==> config.mk <==
export PLATFORM = sky130hd
export DESIGN_NAME = reg_file
export DESIGN_NICKNAME = d
export VERILOG_FILES = /design/src/rtl/reg_file_pkg.sv /design/src/rtl/reg_file_rd_port.sv /design/src/rtl/reg_file.sv
export SDC_FILE = /design/constraint.sdc
export NUM_CORES = 2
export LEC_CHECK = 0
export CAP_MARGIN = 20
export CORE_UTILIZATION = 33
export DETAILED_ROUTE_END_ITERATION = 16
export DONT_BUFFER_PORTS = 1
export HOLD_SLACK_MARGIN = 0.06
export PLACE_DENSITY = 0.51
export RECOVER_POWER = 25
export SETUP_SLACK_MARGIN = 0.15
export SLEW_MARGIN = 0
export SYNTH_ARGS = -nofsm -noshare
export SYNTH_HDL_FRONTEND = slang
export SYNTH_HIERARCHICAL = 1
export SYNTH_SLANG_ARGS = --single-unit
==> constraint.sdc <==
create_clock -name clk -period 1.8 [get_ports clk]
set_input_delay 0.27 -clock clk [delete_from_list [all_inputs] [get_ports clk]]
set_output_delay 0.27 -clock clk [all_outputs]
set_load 0.1 [all_outputs]
==> src/rtl/reg_file_pkg.sv <==
// Shared constants and types for the reg_file slice.
// Build option: REG_FILE_BYPASS_EN enables write-through forwarding on the read ports.
package reg_file_pkg;

  localparam int DATA_W   = 32;
  localparam int NUM_REGS = 32;
  localparam int ADDR_W   = $clog2(NUM_REGS);

  typedef logic [ADDR_W-1:0] reg_addr_t;
  typedef logic [DATA_W-1:0] reg_data_t;

endpackage

==> src/rtl/reg_file_rd_port.sv <==
// One combinational read port: range/zero-register masking plus optional forwarding.
// Build option: REG_FILE_BYPASS_EN adds the write-through mux from the pending write.
module reg_file_rd_port
  import reg_file_pkg::*;
#(
  parameter int DATA_W   = reg_file_pkg::DATA_W,
  parameter int NUM_REGS = reg_file_pkg::NUM_REGS,
  parameter int ADDR_W   = reg_file_pkg::ADDR_W
) (
  input  logic [DATA_W-1:0] regs [NUM_REGS],
  input  logic [ADDR_W-1:0] rd_addr,
`ifdef REG_FILE_BYPASS_EN
  input  logic              rst,
  input  logic              wr_en,
  input  logic [ADDR_W-1:0] wr_addr,
  input  logic [DATA_W-1:0] wr_data,
`endif
  output logic [DATA_W-1:0] rd_data
);

  always_comb begin
    rd_data = '0;
    // Address 0 and unpopulated addresses always read as zero.
    if ((rd_addr != '0) && (32'(rd_addr) < NUM_REGS)) begin
      rd_data = regs[rd_addr];
    end
`ifdef REG_FILE_BYPASS_EN
    if (wr_en && !rst && (wr_addr != '0) && (rd_addr == wr_addr)) begin
      rd_data = wr_data;
    end
`endif
  end

endmodule

==> src/rtl/reg_file.sv <==
// Two-read, one-write register file with register 0 hardwired to zero.
// Build option: REG_FILE_BYPASS_EN forwards D1 to a read port addressing W1 during a write.
module reg_file
  import reg_file_pkg::*;
#(
  parameter int DATA_W   = reg_file_pkg::DATA_W,
  parameter int NUM_REGS = reg_file_pkg::NUM_REGS,
  parameter int ADDR_W   = reg_file_pkg::ADDR_W
) (
  input  logic              clk,
  input  logic              rst,
  input  logic [ADDR_W-1:0] R1,
  input  logic [ADDR_W-1:0] R2,
  input  logic [ADDR_W-1:0] W1,
  input  logic [DATA_W-1:0] D1,
  input  logic              WE,
  output logic [DATA_W-1:0] Out1,
  output logic [DATA_W-1:0] Out2
);

  logic [DATA_W-1:0] regs_q [NUM_REGS];
  logic [DATA_W-1:0] regs_d [NUM_REGS];

  always_comb begin
    regs_d = regs_q;
    if (WE && (W1 != '0) && (32'(W1) < NUM_REGS)) begin
      regs_d[W1] = D1;
    end
    regs_d[0] = '0;
  end

  always_ff @(posedge clk) begin
    if (rst) begin
      for (int i = 0; i < NUM_REGS; i++) begin
        regs_q[i] <= '0;
      end
    end else begin
      regs_q <= regs_d;
    end
  end

  reg_file_rd_port #(
    .DATA_W   (DATA_W),
    .NUM_REGS (NUM_REGS),
    .ADDR_W   (ADDR_W)
  ) u_rd_port1 (
    .regs    (regs_q),
    .rd_addr (R1),
`ifdef REG_FILE_BYPASS_EN
    .rst     (rst),
    .wr_en   (WE),
    .wr_addr (W1),
    .wr_data (D1),
`endif
    .rd_data (Out1)
  );

  reg_file_rd_port #(
    .DATA_W   (DATA_W),
    .NUM_REGS (NUM_REGS),
    .ADDR_W   (ADDR_W)
  ) u_rd_port2 (
    .regs    (regs_q),
    .rd_addr (R2),
`ifdef REG_FILE_BYPASS_EN
    .rst     (rst),
    .wr_en   (WE),
    .wr_addr (W1),
    .wr_data (D1),
`endif
    .rd_data (Out2)
  );

endmodule

* Word-level counts from Yosys, hierarchy flattened
Index checks and enable logic that the tools add are counted.
** Storage, ports and cells
- Flip-flop bits (word level) :: 992
- Latch bits :: 0
- Memory bits (writable) :: 0
- ROM bits :: 0
- Output and inout port bits :: 64
- Memories :: 0
** Cells by class
- Add/subtract/negate cells :: 0
- Multipliers :: 0
- Divide/modulo/power cells :: 0
- $lt $le $gt $ge :: 4
- Equality and inequality tests :: 0
- Shift operators :: 0
- Mux-type cells :: 11
- Bitwise gates (word level) :: 3
- Reductions and logical operators :: 5
** Operators with widths (number)
- bitwise mux 1024 bit :: 1
- binary-select mux 32 bit (select 5 bit) :: 2
- two-way mux 32 bit :: 7
- demux 32 bit (select 5 bit) :: 1
- greater-or-equal comparator 6 bit (second input constant) :: 3
- inverter 5 -> 6 bit :: 3
- nonzero test 5 bit :: 3
- less-than comparator 6 x 1 -> 1 bit (second input constant) :: 1
- logical AND 1 bit :: 2

* Longest topological paths before layout
- Word-level depth :: 6
- Depth in mapped cells :: 7

* Modules after synthesis
Netlist, hierarchy kept.
** Modules (own cells, without submodules)
- reg_file :: instances 1, cells an instance 3367, area each 38011.5 µm²
- reg_file_rd_port :: instances 2, cells an instance 664, area each 8368.0 µm²

* Worst setup path before layout
OpenSTA, ideal clock, no wires.
- Path kind :: input to output
- Start point :: input R1[0]
- End point :: output Out1[11]
- Data arrival time :: 3.688 ns
- Data required time :: 1.530 ns
- Slack :: -2.158 ns
- Stages on the path :: 7
- Path buffers :: 4
- Cell sequence :: buf_4 > inv_2 > buf_4 > buf_4 > clkbuf_1 > o2111ai_1 > a311oi_1
** On the way
- Word-level cells in the longest chain between the ends :: 5
** Ends and longest elaborated chain
- start: declaration :: line reg_file.sv:12 : input logic [ADDR_W-1:0] R1,
- inverter 5 -> 6 bit (not written as such) :: line reg_file_rd_port.sv:25 : rd_data = regs[rd_addr];
- binary-select mux 32 bit (select 5 bit) :: line reg_file_rd_port.sv:25
- two-way mux 32 bit (not written as such) (2 in series) :: line reg_file_rd_port.sv:25
- two-way mux 32 bit * :: line reg_file_rd_port.sv:24 : if ((rd_addr != '0) && (32'(rd_addr) < NUM_REGS)) begin
- end: declaration :: line reg_file.sv:17 : output logic [DATA_W-1:0] Out1,
Every way passes the cells marked *; elsewhere a longest branch is shown, timed or not. The select of a mux whose other input is x is not followed.

==> reports/qor.yml <==
crit_end: "regs_q[430]$_SDFFE_PP0P_"
wirelength_um: 206800
rsz0062_at_grt: "true"
areaGrowthSynthToFinish_pct: 36.55
initial_core_util: 0.3322
critPathKind: "primary input to flop"
r2r-start: "regs_q[923]$_SDFFE_PP0P_"
synth-main-ff-cell: "dfxtp_1"
slew_headroom: -1.122
grt_util_all_layers: 0.2429
cp.arrival_ns: 4.01
syn_area_sq_mm: 0.05475
clock-sinks: 992
yosysTopAreaCell: "dfxtp_1"
async_flop_share: 0
hold_viol: 0
vias: 42740
end_kind: "flop"
ir_drop_uv: 724.7
setup_viol: 850
pwr_density_cell_mw_per_mm2: 695.8
die_w_um: 409.3
first_iter_violations: 3171
reg2reg_depth: 4
cts_tree: "built"
gp_congestion: 0.7949
grt_overflow: 0
numCtsBuffers: 113
post_drt_wl_per_cell_um: 26.37
status: "finished, violations left"
mostFrequentLayoutCells: "mux2i_1, nand2b_1, dfxtp_1"
rrSetupSlack_ns: 0.50
violations: "slew limit, setup timing"
placed_area_sq_mm: 0.06134
fmax_mhz: 301.3
hp-class: "primary input to flop"
fin_util: 0.4536
pre_cts_slack_ns: -0.5449
final_cell_count_no_fill: 7843
path_max_fanout: 797
drv_cap: 0
critPathRequiredTime_ns: 2.49
seq_area_frac_synth: 0.3627
grt_pass1_wl_um: 305000
port_buffers: 0
worst_pin_slew_ns: 3.183
top_register: "regs_q"
synthesis.instances: 4695
clk_latency_ns: 0.75
nFillCells: 15200
synth_top_area_frac: 0.3627
grt_pass1_vias: 44260
crit_path_start_kind: "primary input"
reg_top3: "regs_q: 992 flops"
skew_ns: 0
insertedDiodeCount: 0
grt_max_degree: 794
reg2reg_to: "regs_q[923]$_SDFFE_PP0P_"
slew_violations: 691
root_buffer: "clkbuf_16"
row_count: 149
finalNetCount: 5610
fp.dieH_um: 409.3
dp_hpwl_um: 110200
io-pin-count: 114
stdcell_area_sq_mm: 0.07476
die_area_sq_mm: 0.1675
drt-vias-per-instance: 5.450
synth_top_cells_by_area: "dfxtp_1, mux2i_1, mux4_2, nand2b_1, clkbuf_1"
synth-seq-cells: 992
synth-edff-count: 0
antenna_left: 0
clkTransAtPathRegs_ns: 0.06
drcViolationCount: 0
final_common_cell: "mux2i_1"
largest_reg_flops: 992
worst_slack_ns: -1.519
antenna_found_initial: 2
syn_area_per_cell_sq_um: 11.66
fin_crit_ns: 3.319
htreeDepth: 3
period_share: 1.844
synth_cell_types: 35
clockBufferDepth: 3
first_pass_iters: 5
p_leak_nw: 30.59
core_sq_mm: 0.1648
startpoint: "rst"
yosys_warnings: 6
drive_gt1_frac: 0.2727
dp.cells: 6822
-- cell usage after synthesis, types with 3 or more instances --
cell / instances
a211oi_1: 64
a221oi_1: 48
a22oi_1: 64
a311oi_1: 60
a311oi_2: 4
and2_1: 5
and4b_1: 3
and4bb_2: 3
buf_2: 109
buf_4: 114
buf_6: 40
clkbuf_1: 244
clkbuf_4: 6
dfxtp_1: 992
mux2_2: 64
mux2i_1: 1120
mux4_2: 448
nand2_1: 48
nand2_2: 15
nand2b_1: 1026
nor2_1: 7
nor2b_1: 68
o2111ai_1: 16
o21ai_0: 4
o21ai_1: 106
-- final cells by class --
cell class / count / area (sq um) / area share
sequential: 992 / 20020 / 0.2678
clock inverter: 34 / 325.3 / 0.004352
timing repair buffer: 1204 / 13060 / 0.1747
multi-input combinational: 3247 / 35190 / 0.4707
tap: 2189 / 2739 / 0.03664
inverter: 2 / 12.51 / 0.0001674
clock buffer: 175 / 3412 / 0.04564
-- layer usage --
metal	share of wire	track usage	wire, um
met1	0.45	0.3304	92940
met2	0.47	0.3989	96660
met3	0.054	0.03552	11180
met4	0.029	0.06839	6051
met5	0	0	0
-- critical path, cell delays in order --
cell	delay, ns
nand2b_1	0.87
clkbuf_2	0.49
mux2i_1	0.28
dlygate4sd3_1	0.57
-- what timing repair did --
action,in CTS,in global routing
hold endpoints to repair,992,0
resized for setup,351,138
hold buffers,800,0
gates cloned,0,4
setup buffers,1,7
pin swaps,108,61
setup endpoints to repair,64,70
-- logic make-up (layout without fill, tap and decap cells) --
| kind of cell | Yosys count | count (layout) | share of synthesized area |
|---|---|---|---|
| DFF | 992 | 992 | 0.3627 |
| muxes | 1632 | 1632 | 0.4022 |
| and+or+nand+nor | 1183 | 1183 | 0.1339 |
| other | 1 | 64 | 0.00006850 |
| AOI/OAI and AO/OA | 368 | 368 | 0.04886 |
| buffers and inverters | 519 | 1415 | 0.05224 |
-- power breakdown --
group          internal, mW  switching [mW]  total [mW]
Combinational          2.94            3.21        6.15
Sequential             22.1           0.116        22.2
Clock                  13.6            10.1        23.6
-- worst min-delay path by stage --
stage / slack, ns / endpoint / startpoint / depth (start not counted)
after global routing: 0.13 / regs_q[681]$_SDFFE_PP0P_ / W1[0] / 4
after CTS: 0.06 / regs_q[681]$_SDFFE_PP0P_ / W1[0] / 4
after global placement: 0.47 / regs_q[972]$_SDFFE_PP0P_ / regs_q[972]$_SDFFE_PP0P_ / 2
after detailed placement: 0.48 / regs_q[120]$_SDFFE_PP0P_ / regs_q[120]$_SDFFE_PP0P_ / 2
final: 0.12 / regs_q[681]$_SDFFE_PP0P_ / W1[0] / 4
after floorplan: 0.46 / regs_q[951]$_SDFFE_PP0P_ / regs_q[951]$_SDFFE_PP0P_ / 2
-- per-stage QoR --
| stage | hold slack [ns] | setup TNS, ns | power (mW) |
|---|---|---|---|
| finish | 0.1153 | -548.22 | 52.01 |
| global route | 0.1334 | -56.10 | 53.49 |
| CTS | 0.06451 | -53.58 | 52.34 |
| detailed placement | 0.4761 | -28.38 | 28.21 |
| global placement | 0.4659 | -26.04 | 28.20 |
| floorplan | 0.4552 | -39.73 | 27.10 |
(Power assumes the default switching activity.)
